File: src/rtl/wm_sequencer.sv
// Washing-machine cycle sequencer: drives the phase code that Timer times,
// switches actuators per phase and guards each fill/heat phase with a watchdog.
module wm_sequencer #(
  parameter int unsigned RINSE_COUNT  = 2,
  parameter int unsigned TIMEOUT_W    = 12,
  parameter int unsigned FILL_TIMEOUT = 3000,
  parameter int unsigned HEAT_TIMEOUT = 4000
) (
  input  logic       clock,
  input  logic       reset,
  input  logic       start,
  input  logic       cancel,
  input  logic       door_closed,
  input  logic       sig_Full,
  input  logic       sig_Temperature,
  input  logic       sig_Completed,
  output logic [2:0] state,
  output logic       door_lock,
  output logic       water_valve,
  output logic       heater,
  output logic       motor,
  output logic       drain_pump,
  output logic [2:0] rinse_idx,
  output logic       done,
  output logic       fault
);

  typedef enum logic [2:0] {
    S_IDLE  = 3'd0,
    S_FILL  = 3'd1,
    S_HEAT  = 3'd2,
    S_WASH  = 3'd3,
    S_RINSE = 3'd4,
    S_DRAIN = 3'd5,
    S_DONE  = 3'd6,
    S_FAULT = 3'd7
  } phase_e;

  localparam logic [2:0] RINSE_TARGET = 3'(RINSE_COUNT);

  phase_e               state_q, state_d;
  logic                 entry_q, entry_d;
  logic [TIMEOUT_W-1:0] wdog_q, wdog_d;
  logic [2:0]           rinse_q, rinse_d;
  logic                 washed_q, washed_d;
  logic                 fault_q, fault_d;
  logic                 done_q, done_d;
  logic [4:0]           act_q, act_d;    // {lock, valve, heater, motor, pump}

  logic                 timer_ok;
  logic                 locked;
  logic [31:0]          wdog_cnt;

  // Next phase and per-cycle bookkeeping.
  always_comb begin
    state_d  = state_q;
    rinse_d  = rinse_q;
    washed_d = washed_q;
    timer_ok = !entry_q;
    locked   = (state_q inside {S_FILL, S_HEAT, S_WASH, S_RINSE, S_DRAIN});
    wdog_cnt = 32'(wdog_q) + 32'd1;

    if (state_q == S_FAULT) begin
      state_d = S_FAULT;
    end else if (locked && !door_closed) begin
      state_d = S_FAULT;
    end else if (cancel && (state_q inside {S_FILL, S_HEAT, S_WASH, S_RINSE})) begin
      state_d = S_DRAIN;
      rinse_d = RINSE_TARGET;
    end else begin
      case (state_q)
        S_IDLE, S_DONE: begin
          if (start && door_closed) begin
            state_d  = S_FILL;
            rinse_d  = 3'd0;
            washed_d = 1'b0;
          end
        end
        // Refills after the main wash feed rinse passes; only the first heats.
        S_FILL: begin
          if (timer_ok && sig_Full)            state_d = washed_q ? S_RINSE : S_HEAT;
          else if (wdog_cnt >= FILL_TIMEOUT)   state_d = S_FAULT;
        end
        S_HEAT: begin
          if (timer_ok && sig_Temperature)     state_d = S_WASH;
          else if (wdog_cnt >= HEAT_TIMEOUT)   state_d = S_FAULT;
        end
        S_WASH: begin
          if (timer_ok && sig_Completed) begin
            state_d  = S_DRAIN;
            washed_d = 1'b1;
          end
        end
        S_RINSE: begin
          if (timer_ok && sig_Completed) begin
            state_d = S_DRAIN;
            if (rinse_q != 3'd7) rinse_d = rinse_q + 3'd1;
          end
        end
        S_DRAIN: begin
          if (timer_ok && sig_Completed) state_d = (rinse_q < RINSE_TARGET) ? S_FILL : S_DONE;
        end
        default: state_d = state_q;
      endcase
    end

    entry_d = (state_d != state_q);

    if (state_d != state_q)                        wdog_d = '0;
    else if (state_q == S_FILL || state_q == S_HEAT) wdog_d = (&wdog_q) ? wdog_q : wdog_q + TIMEOUT_W'(1);
    else                                           wdog_d = wdog_q;

    fault_d = fault_q | (state_d == S_FAULT);
    done_d  = (state_d == S_DONE);

    case (state_d)
      S_FILL:         act_d = 5'b11000;
      S_HEAT:         act_d = 5'b10100;
      S_WASH, S_RINSE: act_d = 5'b10010;
      S_DRAIN:        act_d = 5'b10001;
      default:        act_d = 5'b00000;
    endcase
  end

  always_ff @(posedge clock) begin
    if (reset) begin
      state_q  <= S_IDLE;
      entry_q  <= 1'b0;
      wdog_q   <= '0;
      rinse_q  <= 3'd0;
      washed_q <= 1'b0;
      fault_q  <= 1'b0;
      done_q   <= 1'b0;
      act_q    <= 5'b00000;
    end else begin
      state_q  <= state_d;
      entry_q  <= entry_d;
      wdog_q   <= wdog_d;
      rinse_q  <= rinse_d;
      washed_q <= washed_d;
      fault_q  <= fault_d;
      done_q   <= done_d;
      act_q    <= act_d;
    end
  end

  assign state       = state_q;
  assign door_lock   = act_q[4];
  assign water_valve = act_q[3];
  assign heater      = act_q[2];
  assign motor       = act_q[1];
  assign drain_pump  = act_q[0];
  assign rinse_idx   = rinse_q;
  assign done        = done_q;
  assign fault       = fault_q;

endmodule

File: config.mk
export PLATFORM = sky130hd
export DESIGN_NAME = wm_sequencer
export DESIGN_NICKNAME = d
export VERILOG_FILES = /design/src/rtl/wm_sequencer.sv
export SDC_FILE = /design/constraint.sdc
export NUM_CORES = 1
export LEC_CHECK = 0
export BUFFER_PORTS_ARGS = -buffer_cell sky130_fd_sc_hd__buf_2
export CORE_UTILIZATION = 30
export CTS_CLUSTER_SIZE = 14
export DETAILED_ROUTE_END_ITERATION = 7
export GPL_TIMING_DRIVEN = 0
export PLACE_DENSITY_LB_ADDON = 0.15
export SLEW_MARGIN = 20
export SYNTH_ARGS = -nofsm -noshare
export SYNTH_HDL_FRONTEND = slang
export SYNTH_SLANG_ARGS = --single-unit
File: constraint.sdc
create_clock -name clock -period 2.8 [get_ports clock]
set_input_delay 0.14 -clock clock [delete_from_list [all_inputs] [get_ports clock]]
set_output_delay 0.14 -clock clock [all_outputs]
set_load 0.01 [all_outputs]
==> metrics.csv, run 1 <==
stage,metric,value,unit
pwr,p_seq_share,27.2,%
sta,fin_skew,0.00242,ns
clocking,cts.htree.levels,1,
detailed_routing,detail_route.drc_violations,0,
status,outcome,"finished, final reports clean",
place,dp_cells,319,
critical_path,timing.critical_path.to,wdog_q[8]$_SDFFE_PP0P_,
cells_and_area,final_std_cells_w_o_fill,334,
cells_and_area,post_route_cells_drive_above_1_share,23.3,%
place,placement.setup.worst_slack,-0.301,ns
synth,synth_cells,228,
cells_and_area,fillCellCount,592,
critical_path,critical_path_class,register to register,
pwr,total_leakage_power,0.831,nW
clocking,clk-insertion-delay-late,0.29,ns
cells_and_area,n_antenna_cell,0,
critical_path,critPathLaunch,wdog_q[0]$_SDFFE_PP0P_,
synth,postSynth.asyncResetShare,0,%
synth,ys_dominant_reg_cell,dfxtp_1,
cells_and_area,postLayoutCoreUtil,39.0,%
synth,synthesis.yosys.warnings,0,
clocking,cts_max_path_buffers,2,
detailed_routing,routed_via_density,5.40,
cells_and_area,num-nets-final,274,
cells_and_area,synthToLayoutAreaGrowth,21.9,%
pwr,netSwitchingFraction,43.9,%
worst_hold_path,timing.hold.worst.class,primary input to register,
pwr,ir_worst_vdd,446,uV
sta,post-route-period-util,96.1,%
grt,grt_antenna_before_repair,0,
clocking,cts-buffers-inserted,3,
sta,setup_viol,0,
critical_path,reg2reg_setup_slack,0.11,ns
die,core,5680,um^2
cells_and_area,final_area,2210,um^2
sta,final_period_minus_worst_setup_slack,2.69,ns
grt,grt_max_degree,17,
grt,overflow,0,
die,die_x,79.8,um
synth,seq_area_frac_synth,29.8,%
synth,synth_compound_area_share,22.1,%
critical_path,cp_data_required_time,2.97,ns
synth,synthMostInstantiatedCell,dfxtp_1,
die,design.die.area,6360,um^2
sta,unrepaired_setup_endpoints_after_global_routing,yes,
detailed_routing,total_number_of_vias,1802,
grt,number_of_global_route_vias_before_repair,1650,
pwr,pwr-share-comb,59.6,%
pwr,power_per_cell_area,842,nW/um^2
synth,post_synth_instance_area,1810,um^2
synth,main_combinational_cell_family_by_area_after_synthesis,simple AND/OR/NAND/NOR gates,
synth,ys_types,53,
clocking,clkSlewWorstSetupHoldPaths,0.10,ns
critical_path,ff2ff_path_depth,12,
critical_path,crit_path_end_kind,register,
detailed_routing,postRouteAntennaNets,0,
sta,finalSetupTns,0,ns
detailed_routing,detail_route.first_pass.iterations,4,
detailed_routing,wirelength,4.97,mm
synth,seq_cells_post_synth,27,
place,dpl_hpwl,3.42,mm
clocking,cts.sink_count,27,
place,globalplace.congestion,0.820,
detailed_routing,detailed_router_s_first_iteration_violation_count,198,
die,ioPinCount,21,
sta,timing.fmax,0.371,GHz
synth,post_synth_mux_area_share,2.21,%
sta,timing.final.hold_violations,0,
clocking,cts_tree,yes,
synth,post_synth_simple_gate_area,31.5,%
sta,final-max-slew-violation-count,0,
die,die_boundary_height,79.8,um
pwr,switchingPower,0.817,mW
clocking,post_cts_hold_buffer_count,0,
grt,grt.total_usage,16.2,%
critical_path,timing.rr.end,wdog_q[8]$_SDFFE_PP0P_,
synth,post_syn_nets,239,
synth,synth_top_area_cell,dfxtp_1,
place,numPortBuffers,19,
synth,synth_enable_flop_cells,0,
synth,synthXorXnorAreaFrac,5.79,%
detailed_routing,detail_route.wl_per_cell,14.9,um
synth,synth_area_leaders,"dfxtp_1 (30%), nor3_1 (5.2%), a21oi_1 (3.9%)",
pwr,p_int,1.04,mW
synth,netlist_top_cells_count,"dfxtp_1 (27), nor3_1 (19), nor2_1 (18)",
die,start_util,32.0,%
die,rows,27,
sta,max_slew_headroom,55.3,%
place,place_area,2000,um^2
critical_path,critical_path.startpoint_type,register,
sta,worst-slew-pin-transition,0.668,ns
critical_path,worst_ep_arrival_time,2.86,ns
pwr,fraction_of_power_consumed_by_the_clock_network,13.2,%
run,cap_violations,0,
synth,synthAdderAreaFrac,2.07,%
synth,synthDominantCellAreaShare,29.8,%
sta,setup_ws,0.108,ns
critical_path,critical_path_peak_fanout,8,
grt,grt_pass1_wl,8.10,mm
clocking,root_buffer,clkbuf_8,
critical_path,r2r_start,wdog_q[0]$_SDFFE_PP0P_,
synth,postSynthAreaPerCell,7.96,um^2
[power groups by stage]
stage	clock network, mW	logic, mW	registers, mW
after floorplan	0	0.633	0.537
after global placement	0	0.903	0.518
after detailed placement	0	0.894	0.519
after CTS	0.248	0.948	0.511
after global routing	0.266	1.23	0.520
final	0.245	1.11	0.506
[cell type report]
cell class / instances / area [um^2] / area share [%]
multi-input combinational: 178 / 1210 / 54.9
sequential: 27 / 548 / 24.8
timing repair buffer: 30 / 181 / 8.21
buffer: 17 / 106 / 4.81
tap: 72 / 90.1 / 4.07
clock buffer: 3 / 41.3 / 1.87
inverter: 6 / 22.5 / 1.02
clock inverter: 1 / 7.51 / 0.340
[state kept, by name (all words and copies together) (netlist names)]
signal and flops:
wdog_q 12, act_q 5, rinse_idx 3, state 3, done 1, entry_q 1
fault 1, washed_q 1
[worst max-delay path, cell delays in order, from the launching register on]
cell and delay [ns]:
dfxtp_4 0.38, ha_4 0.12, buf_6 0.11, and4_1 0.20, buf_6 0.14, nand3_2 0.08, a21oi_2 0.18, o211ai_2 0.12
a2111oi_4 0.46, a211oi_2 0.16, o2111ai_2 0.37, buf_6 0.19, nor3_1 0.05
[cells by family (layout without fill, tap and decap cells)]
family | count (synthesis) | in the layout
buffers and inverters | 23 | 57
and+or+nand+nor | 105 | 105
AOI/OAI and AO/OA | 54 | 54
muxes | 4 | 4
adders and majority gates | 3 | 3
DFF | 27 | 27
xor gates and xnor gates | 12 | 12
[worst min-delay path by stage]
stage                     startpoint                        end  slack (ns)  depth (start not counted)
floorplan                door_closed  rinse_idx[1]$_SDFFE_PP0P_        0.34                          2
global placement    fault$_SDFF_PP0_           fault$_SDFF_PP0_        0.44                          2
detailed placement  fault$_SDFF_PP0_           fault$_SDFF_PP0_        0.45                          2
CTS                            reset         entry_q$_SDFF_PP0_        0.22                          2
global route             door_closed  rinse_idx[1]$_SDFFE_PP0P_        0.25                          3
finish                         reset         entry_q$_SDFF_PP0_        0.22                          2
[cells in the final DEF, fill, tap and decap left out, drive strengths merged, types with 6 or more instances in the layout]
master   n
nor2    18
clkbuf  10
inv      6
nor3    19
xnor2    7
o21ai    7
dfxtp   27
nand3    9
buf     40
a21oi   14
nand2   16
[metrics by stage]
stage	power, mW	hold slack, ns
detailed placement	1.41	0.446
global placement	1.42	0.439
CTS	1.71	0.218
global route	2.01	0.245
floorplan	1.17	0.343
finish	1.86	0.220
[layer usage]
layer	vias up	track usage, %	share of wire, %
met2	45	25.1	45
met5	-	0	0
met4	0	4.29	1.1
met3	4	2.06	4.0
met1	842	23.5	50
li1	911	-	-
[what timing repair did]
item,in CTS,in global routing
cloned,0,1
setup endpoints to repair,14,17
setup buffers,0,10
pin swaps,1,6
gates resized for setup,7,14
(Power assumes the default switching activity.)
==> inputs of run 2 (changes only) <==
--- a/config.mk
+++ b/config.mk
@@ -5,6 +5,7 @@
 export SDC_FILE = /design/constraint.sdc
 export NUM_CORES = 1
 export LEC_CHECK = 0
+export ABC_AREA = 1
 export BUFFER_PORTS_ARGS = -buffer_cell sky130_fd_sc_hd__buf_2
 export CORE_UTILIZATION = 30
 export CTS_CLUSTER_SIZE = 14
==> constraint.sdc (replaced) <==
create_clock -name clock -period 3.3 [get_ports clock]
set_input_delay 0.165 -clock clock [delete_from_list [all_inputs] [get_ports clock]]
set_output_delay 0.165 -clock clock [all_outputs]
set_load 0.01 [all_outputs]
==> run 2 against run 1 <==
  * Non-clock buffer count shrank 25
  * Largest power group unchanged
  * Worst hold slack improved by 0.0015 ns
  * Highest routed layer unchanged
  * Critical path type unchanged
  * Critical path depth is 7 higher
==> metrics.csv, run 2 <==
stage,metric,value,unit
status,outcome,"finished, final reports clean",
place,globalplace.congestion,0.830,
detailed_routing,routed_via_density,4.71,
critical_path,cp_data_required_time,3.49,ns
die,core,5890,um^2
critical_path,critical_path_peak_fanout,10,
cells_and_area,postLayoutCoreUtil,35.1,%
run,cap_violations,0,
die,ioPinCount,21,
place,dpl_hpwl,3.57,mm
detailed_routing,postRouteAntennaNets,0,
synth,post_synth_instance_area,1830,um^2
critical_path,worst_ep_arrival_time,2.73,ns
critical_path,critical_path.startpoint_type,register,
clocking,cts.sink_count,27,
pwr,power_per_cell_area,911,nW/um^2
pwr,ir_worst_vdd,490,uV
synth,synth_top_area_cell,dfxtp_1,
die,die_x,80.1,um
sta,final-max-slew-violation-count,0,
synth,ys_dominant_reg_cell,dfxtp_1,
critical_path,timing.critical_path.mode_cell,nand2_1,
cells_and_area,layout.cells.most_common,nand2_1,
sta,max_slew_headroom,66.6,%
critical_path,crit_path_max_incr_delay,0.41,ns
clocking,post_cts_buffers,0,
cells_and_area,post_route_cells_drive_above_1_share,19.0,%
sta,finalSetupTns,0,ns
cells_and_area,top_register,wdog_q,
clocking,clkSlewWorstSetupHoldPaths,0.11,ns
cells_and_area,fillCellCount,674,
critical_path,cp_top_family,simple AND/OR/NAND/NOR gates,
clocking,clk-insertion-delay-late,0.28,ns
clocking,root_buffer,clkbuf_8,
detailed_routing,detailed_router_s_first_iteration_violation_count,57,
cells_and_area,largest_register_ff_count,12,
sta,worst-slew-pin-transition,0.499,ns
grt,grt_pass1_wl,7.73,mm
die,start_util,31.1,%
synth,synth_area_leaders,"dfxtp_1 (30%), nand2_1 (18%), inv_1 (7.6%)",
critical_path,worst-path-buf-inv,3,
critical_path,timing.critical_path.cells,ha_1 -> inv_1 -> nor2_1 -> nand2_1 -> nand2_1 -> nand3_1 -> nor2_1 -> nand3_1 -> nand3_1 -> nand2_1 -> nand2_1 -> nand2_1 -> nand2_1 -> nand2_1 -> nand2_1 -> inv_2 -> nand3_2 -> buf_6 -> nor2_2,
die,die_boundary_height,80.1,um
sta,timing.fmax,0.393,GHz
detailed_routing,wirelength,4.54,mm
clocking,cts_max_path_buffers,2,
die,design.die.area,6410,um^2
sta,unrepaired_setup_endpoints_after_global_routing,no,
grt,grt_antenna_before_repair,0,
critical_path,slowest_stage,dfxtp_1,
critical_path,critical_path_class,register to register,
cells_and_area,synthToLayoutAreaGrowth,13.1,%
synth,synth_cells,293,
place,numPortBuffers,19,
synth,synthesis.yosys.warnings,0,
pwr,total_leakage_power,0.984,nW
sta,timing.final.hold_violations,0,
cells_and_area,most_frequent_cells_in_the_layout,"nand2_1 (86), inv_1 (37), nor2_1 (30)",
detailed_routing,detail_route.drc_violations,0,
detailed_routing,total_number_of_vias,1840,
grt,grt_max_degree,18,
synth,postSynth.asyncResetShare,0,%
synth,seq_area_frac_synth,29.6,%
synth,postSynthAreaPerCell,6.24,um^2
synth,netlist_top_cells_count,"nand2_1 (86), inv_1 (37), nor2_1 (30)",
clocking,post_cts_hold_buffer_count,0,
clocking,cts_tree,yes,
clocking,cts-buffers-inserted,3,
cells_and_area,largestRegisters,"wdog_q (12), act_q (5)",
synth,synth_enable_flop_cells,0,
worst_hold_path,timing.hold.worst.class,primary input to register,
sta,setup_viol,0,
synth,synthMostInstantiatedCell,nand2_1,
critical_path,crit_path_end_kind,register,
sta,post-route-period-util,77.1,%
synth,ys_types,32,
die,rows,28,
cells_and_area,num-nets-final,328,
grt,number_of_global_route_vias_before_repair,1717,
synth,post_syn_nets,304,
sta,fin_skew,0.00624,ns
synth,synthDominantCellAreaShare,29.6,%
cells_and_area,n_antenna_cell,0,
detailed_routing,detail_route.wl_per_cell,11.6,um
clocking,ctsResizeCount,0,
sta,finalHoldWorstSlack,0.221,ns
clocking,cts.htree.levels,1,
sta,final_period_minus_worst_setup_slack,2.54,ns
grt,overflow,0,
synth,seq_cells_post_synth,27,
grt,grt.total_usage,15.7,%
detailed_routing,detail_route.first_pass.iterations,6,
==> run 2: path summary, 6_finish.rpt <==
path              slack [ns]                endpoint  cells past startpoint              startpoint
setup / recovery        0.76  wdog_q[8]$_SDFFE_PP0P_                     19  wdog_q[0]$_SDFFE_PP0P_
hold / removal          0.22     state[0]$_SDFF_PP0_                      2                   reset
setup reg to reg        0.76  wdog_q[8]$_SDFFE_PP0P_                     19  wdog_q[0]$_SDFFE_PP0P_
hold reg to reg         0.47        fault$_SDFF_PP0_                      2        fault$_SDFF_PP0_
==> run 2: area by class of cell <==
| cell class | count | area, um^2 | share of cell area, % |
|---|---|---|---|
| Clock buffer | 3 | 41.3 | 2.00 |
| Clock inverter | 1 | 8.76 | 0.424 |
| Tap cell | 75 | 93.8 | 4.54 |
| Multi-Input combinational cell | 218 | 1100 | 53.2 |
| Inverter | 45 | 169 | 8.17 |
| Timing Repair Buffer | 19 | 95.1 | 4.60 |
| Sequential cell | 27 | 541 | 26.2 |
| Buffer | 3 | 18.8 | 0.908 |
==> run 2: metrics by stage <==
step	worst slack, ns	area [um^2]	total power [mW]	std cells
6_report	0.755	2070	1.88	391
3_3_place_gp	0.801	2020	1.69	387
3_5_place_dp	0.774	2020	1.68	387
2_1_floorplan	1.28	1830	1.41	293
4_1_cts	0.746	2070	1.90	391
5_1_grt	0.476	2070	2.11	391
==> run 2: cell families after synthesis <==
family / after synthesis / synth area share, %
flip-flops: 27 / 29.6
XOR/XNOR: 2 / 0.958
buffers and inverters: 48 / 10.3
adder cells (fa/ha/maj): 3 / 2.05
AND/OR/NAND/NOR: 177 / 45.1
AO/OA/AOI/OAI: 36 / 12.0
==> run 2: metal layers <==
| layer | wire length [um] | part of all wire, % | track usage, % |
|---|---|---|---|
| met1 | 2180 | 48 | 19.0 |
| met2 | 2110 | 47 | 27.3 |
| met3 | 117 | 2.6 | 3.18 |
| met4 | 119 | 2.6 | 5.71 |
| met5 | 0 | 0 | 0 |
==> run 2: power by group <==
| group | internal [mW] | switching (mW) |
|---|---|---|
| Clock | 0.0890 | 0.121 |
| Combinational | 0.385 | 0.788 |
| Sequential | 0.415 | 0.0859 |
| Total | 0.889 | 0.994 |
==> inputs of run 3 (changes only) <==
--- a/config.mk
+++ b/config.mk
@@ -5,7 +5,7 @@
 export SDC_FILE = /design/constraint.sdc
 export NUM_CORES = 1
 export LEC_CHECK = 0
-export ABC_AREA = 1
+export ABC_AREA = 0
 export BUFFER_PORTS_ARGS = -buffer_cell sky130_fd_sc_hd__buf_2
 export CORE_UTILIZATION = 30
 export CTS_CLUSTER_SIZE = 14
==> constraint.sdc (replaced) <==
create_clock -name clock -period 2.34 [get_ports clock]
set_input_delay 0.117 -clock clock [delete_from_list [all_inputs] [get_ports clock]]
set_output_delay 0.117 -clock clock [all_outputs]
set_load 0.01 [all_outputs]
==> run 3 against run 2 <==
  * Clock power increased by 28%
  * Sequential share of layout area decreased by 3.5 points
  * The flow now finishes with violations (setup timing)
  * Critical path type unchanged
  * Global-route usage increased by 0.49 points
  * Non-clock buffer count increased by 28
  * Highest routed layer unchanged
  * Largest power group unchanged
==> metrics.csv, run 3 (synthesized netlist as in run 1, its figures left out) <==
stage,metric,value,unit
cells_and_area,top_register,wdog_q,
sta,timing.final.hold_violations,0,
critical_path,slowest_stage,a2111oi_4,
detailed_routing,detail_route.drc_violations,0,
sta,unrepaired_setup_endpoints_after_global_routing,yes,
sta,max_slew_headroom,46.5,%
sta,final-max-slew-violation-count,0,
detailed_routing,total_number_of_vias,1798,
sta,worst-slew-pin-transition,0.802,ns
critical_path,worst_ep_arrival_time,2.75,ns
die,start_util,32.0,%
detailed_routing,detail_route.first_pass.iterations,4,
cells_and_area,n_antenna_cell,0,
die,ioPinCount,21,
clocking,cts.sink_count,27,
critical_path,cp_data_required_time,2.55,ns
pwr,total_leakage_power,0.889,nW
critical_path,timing.critical_path.mode_cell,buf_6,
detailed_routing,postRouteAntennaNets,0,
critical_path,critical_path.startpoint_type,register,
cells_and_area,post_route_cells_drive_above_1_share,33.2,%
detailed_routing,routed_via_density,5.34,
pwr,power_per_cell_area,1000,nW/um^2
sta,timing.fmax,0.394,GHz
cells_and_area,most_frequent_cells_in_the_layout,"dfxtp_1 (24), buf_2 (21), nand2_1 (16), nor2_1 (16), buf_4 (13)",
cells_and_area,layout.cells.most_common,dfxtp_1,
cells_and_area,postLayoutCoreUtil,42.7,%
cells_and_area,synthToLayoutAreaGrowth,33.7,%
sta,finalHoldWorstSlack,0.224,ns
cells_and_area,fillCellCount,595,
pwr,ir_worst_vdd,692,uV
grt,overflow,0,
place,dpl_hpwl,3.50,mm
clocking,root_buffer,clkbuf_8,
clocking,cts.htree.levels,1,
status,outcome,"complete, but fails checks",
clocking,post_cts_hold_buffer_count,0,
grt,grt.total_usage,16.2,%
place,globalplace.congestion,0.873,
critical_path,crit_path_max_incr_delay,0.52,ns
sta,setup_ws,-0.198,ns
status,failed_checks,setup timing,
clocking,clkSlewWorstSetupHoldPaths,0.09,ns
place,numPortBuffers,19,
detailed_routing,wirelength,4.99,mm
sta,setup_viol,19,
critical_path,crit_path_end_kind,register,
worst_hold_path,timing.hold.worst.class,primary input to register,
grt,grt_max_degree,17,
sta,fin_skew,0.00555,ns
clocking,clk-insertion-delay-late,0.28,ns
cells_and_area,largest_register_ff_count,12,
run,cap_violations,0,
critical_path,worst-path-buf-inv,3,
grt,grt_pass1_wl,8.15,mm
die,die_x,79.8,um
clocking,cts_max_path_buffers,2,
grt,grt_antenna_before_repair,0,
sta,post-route-period-util,108,%
grt,number_of_global_route_vias_before_repair,1665,
die,rows,27,
sta,final_period_minus_worst_setup_slack,2.54,ns
cells_and_area,largestRegisters,"wdog_q (12), act_q (5)",
die,design.die.area,6360,um^2
critical_path,critical_path_peak_fanout,7,
cells_and_area,num-nets-final,277,
die,core,5680,um^2
pwr,p_total,2.43,mW
die,die_boundary_height,79.8,um
critical_path,critical_path_class,register to register,
detailed_routing,detailed_router_s_first_iteration_violation_count,167,
clocking,cts-buffers-inserted,3,
clocking,cts_tree,yes,
critical_path,cp_top_family,compound AO/OA/AOI/OAI gates,
critical_path,timing.critical_path.cells,ha_4 -> and4_1 -> buf_6 -> buf_4 -> nand4_1 -> a2111oi_4 -> a211oi_4 -> buf_6 -> or3_1 -> a21oi_1,
detailed_routing,detail_route.wl_per_cell,14.8,um
run 3: cell types whose count changed in the layout (fill, tap and decap cells not counted), sizes merged, moves of 5 or more:
cell	change
xnor2	+7
inv	-37
a21oi	+6
nor4	+5
nor2	-27
clkbuf	+5
buf	+23
nand3	-20
nor3	+13
o21ai	-13
nand2	-75
run 3: power breakdown:
part | internal (mW) | total (mW) | switching (mW)
logic | 0.662 | 1.52 | 0.861
registers | 0.547 | 0.642 | 0.0948
clock network | 0.122 | 0.268 | 0.146
run 3: worst paths after layout:
| kind | slack [ns] | endpoint | startpoint | cells past startpoint |
|---|---|---|---|---|
| worst min register to register | 0.46 | fault$_SDFF_PP0_ | fault$_SDFF_PP0_ | 2 |
| worst max-delay path | -0.20 | fault$_SDFF_PP0_ | wdog_q[0]$_SDFFE_PP0P_ | 10 |
| worst min-delay path | 0.22 | rinse_idx[1]$_SDFFE_PP0P_ | door_closed | 3 |
| worst max register to register | -0.20 | fault$_SDFF_PP0_ | wdog_q[0]$_SDFFE_PP0P_ | 10 |
run 3: layout make-up:
cell class,instances,area (um^2),share of cell area [%]
Timing Repair Buffer,35,230,9.49
Clock buffer,3,41.3,1.70
Sequential cell,27,549,22.6
Tap cell,72,90.1,3.71
Multi-Input combinational cell,178,1390,57.2
Buffer,15,97.6,4.02
Clock inverter,1,6.26,0.258
Inverter,6,22.5,0.928
run 3: worst reg2reg max path: stages (launching register included):
cell and delay (ns):
dfxtp_4 0.41, ha_4 0.15, and4_1 0.19, buf_6 0.13, buf_4 0.12, nand4_1 0.20
a2111oi_4 0.52, a211oi_4 0.16, buf_6 0.17, or3_1 0.31, a21oi_1 0.12
run 3: what timing repair did:
| item | CTS | global route |
|---|---|---|
| cloned | 0 | 1 |
| pin swaps | 11 | 19 |
| setup buffers | 12 | 3 |
| endpoints found under the setup margin | 21 | 21 |
| resized for setup | 20 | 23 |
run 3: layer usage:
| metal | wire length, um | part of all wire [%] | GRT usage (%) | up-vias |
|---|---|---|---|---|
| met5 | 0 | 0 | 0 | - |
| met4 | 51 | 1.0 | 4.82 | 0 |
| met3 | 149 | 3.0 | 1.26 | 4 |
| met2 | 2230 | 45 | 24.2 | 42 |
| met1 | 2560 | 51 | 24.4 | 834 |
| li1 | - | - | - | 918 |
run 3: metrics by stage:
stage          TNS, ns  worst slack, ns  instance area [um^2]  std cells
2_1_floorplan   -0.307          -0.0336                  1880        228
3_3_place_gp     -7.70           -0.429                  2060        319
3_5_place_dp     -7.23           -0.408                  2060        319
4_1_cts          -2.43           -0.201                  2280        333
5_1_grt          -4.95           -0.311                  2430        337
6_report         -2.74           -0.198                  2430        337
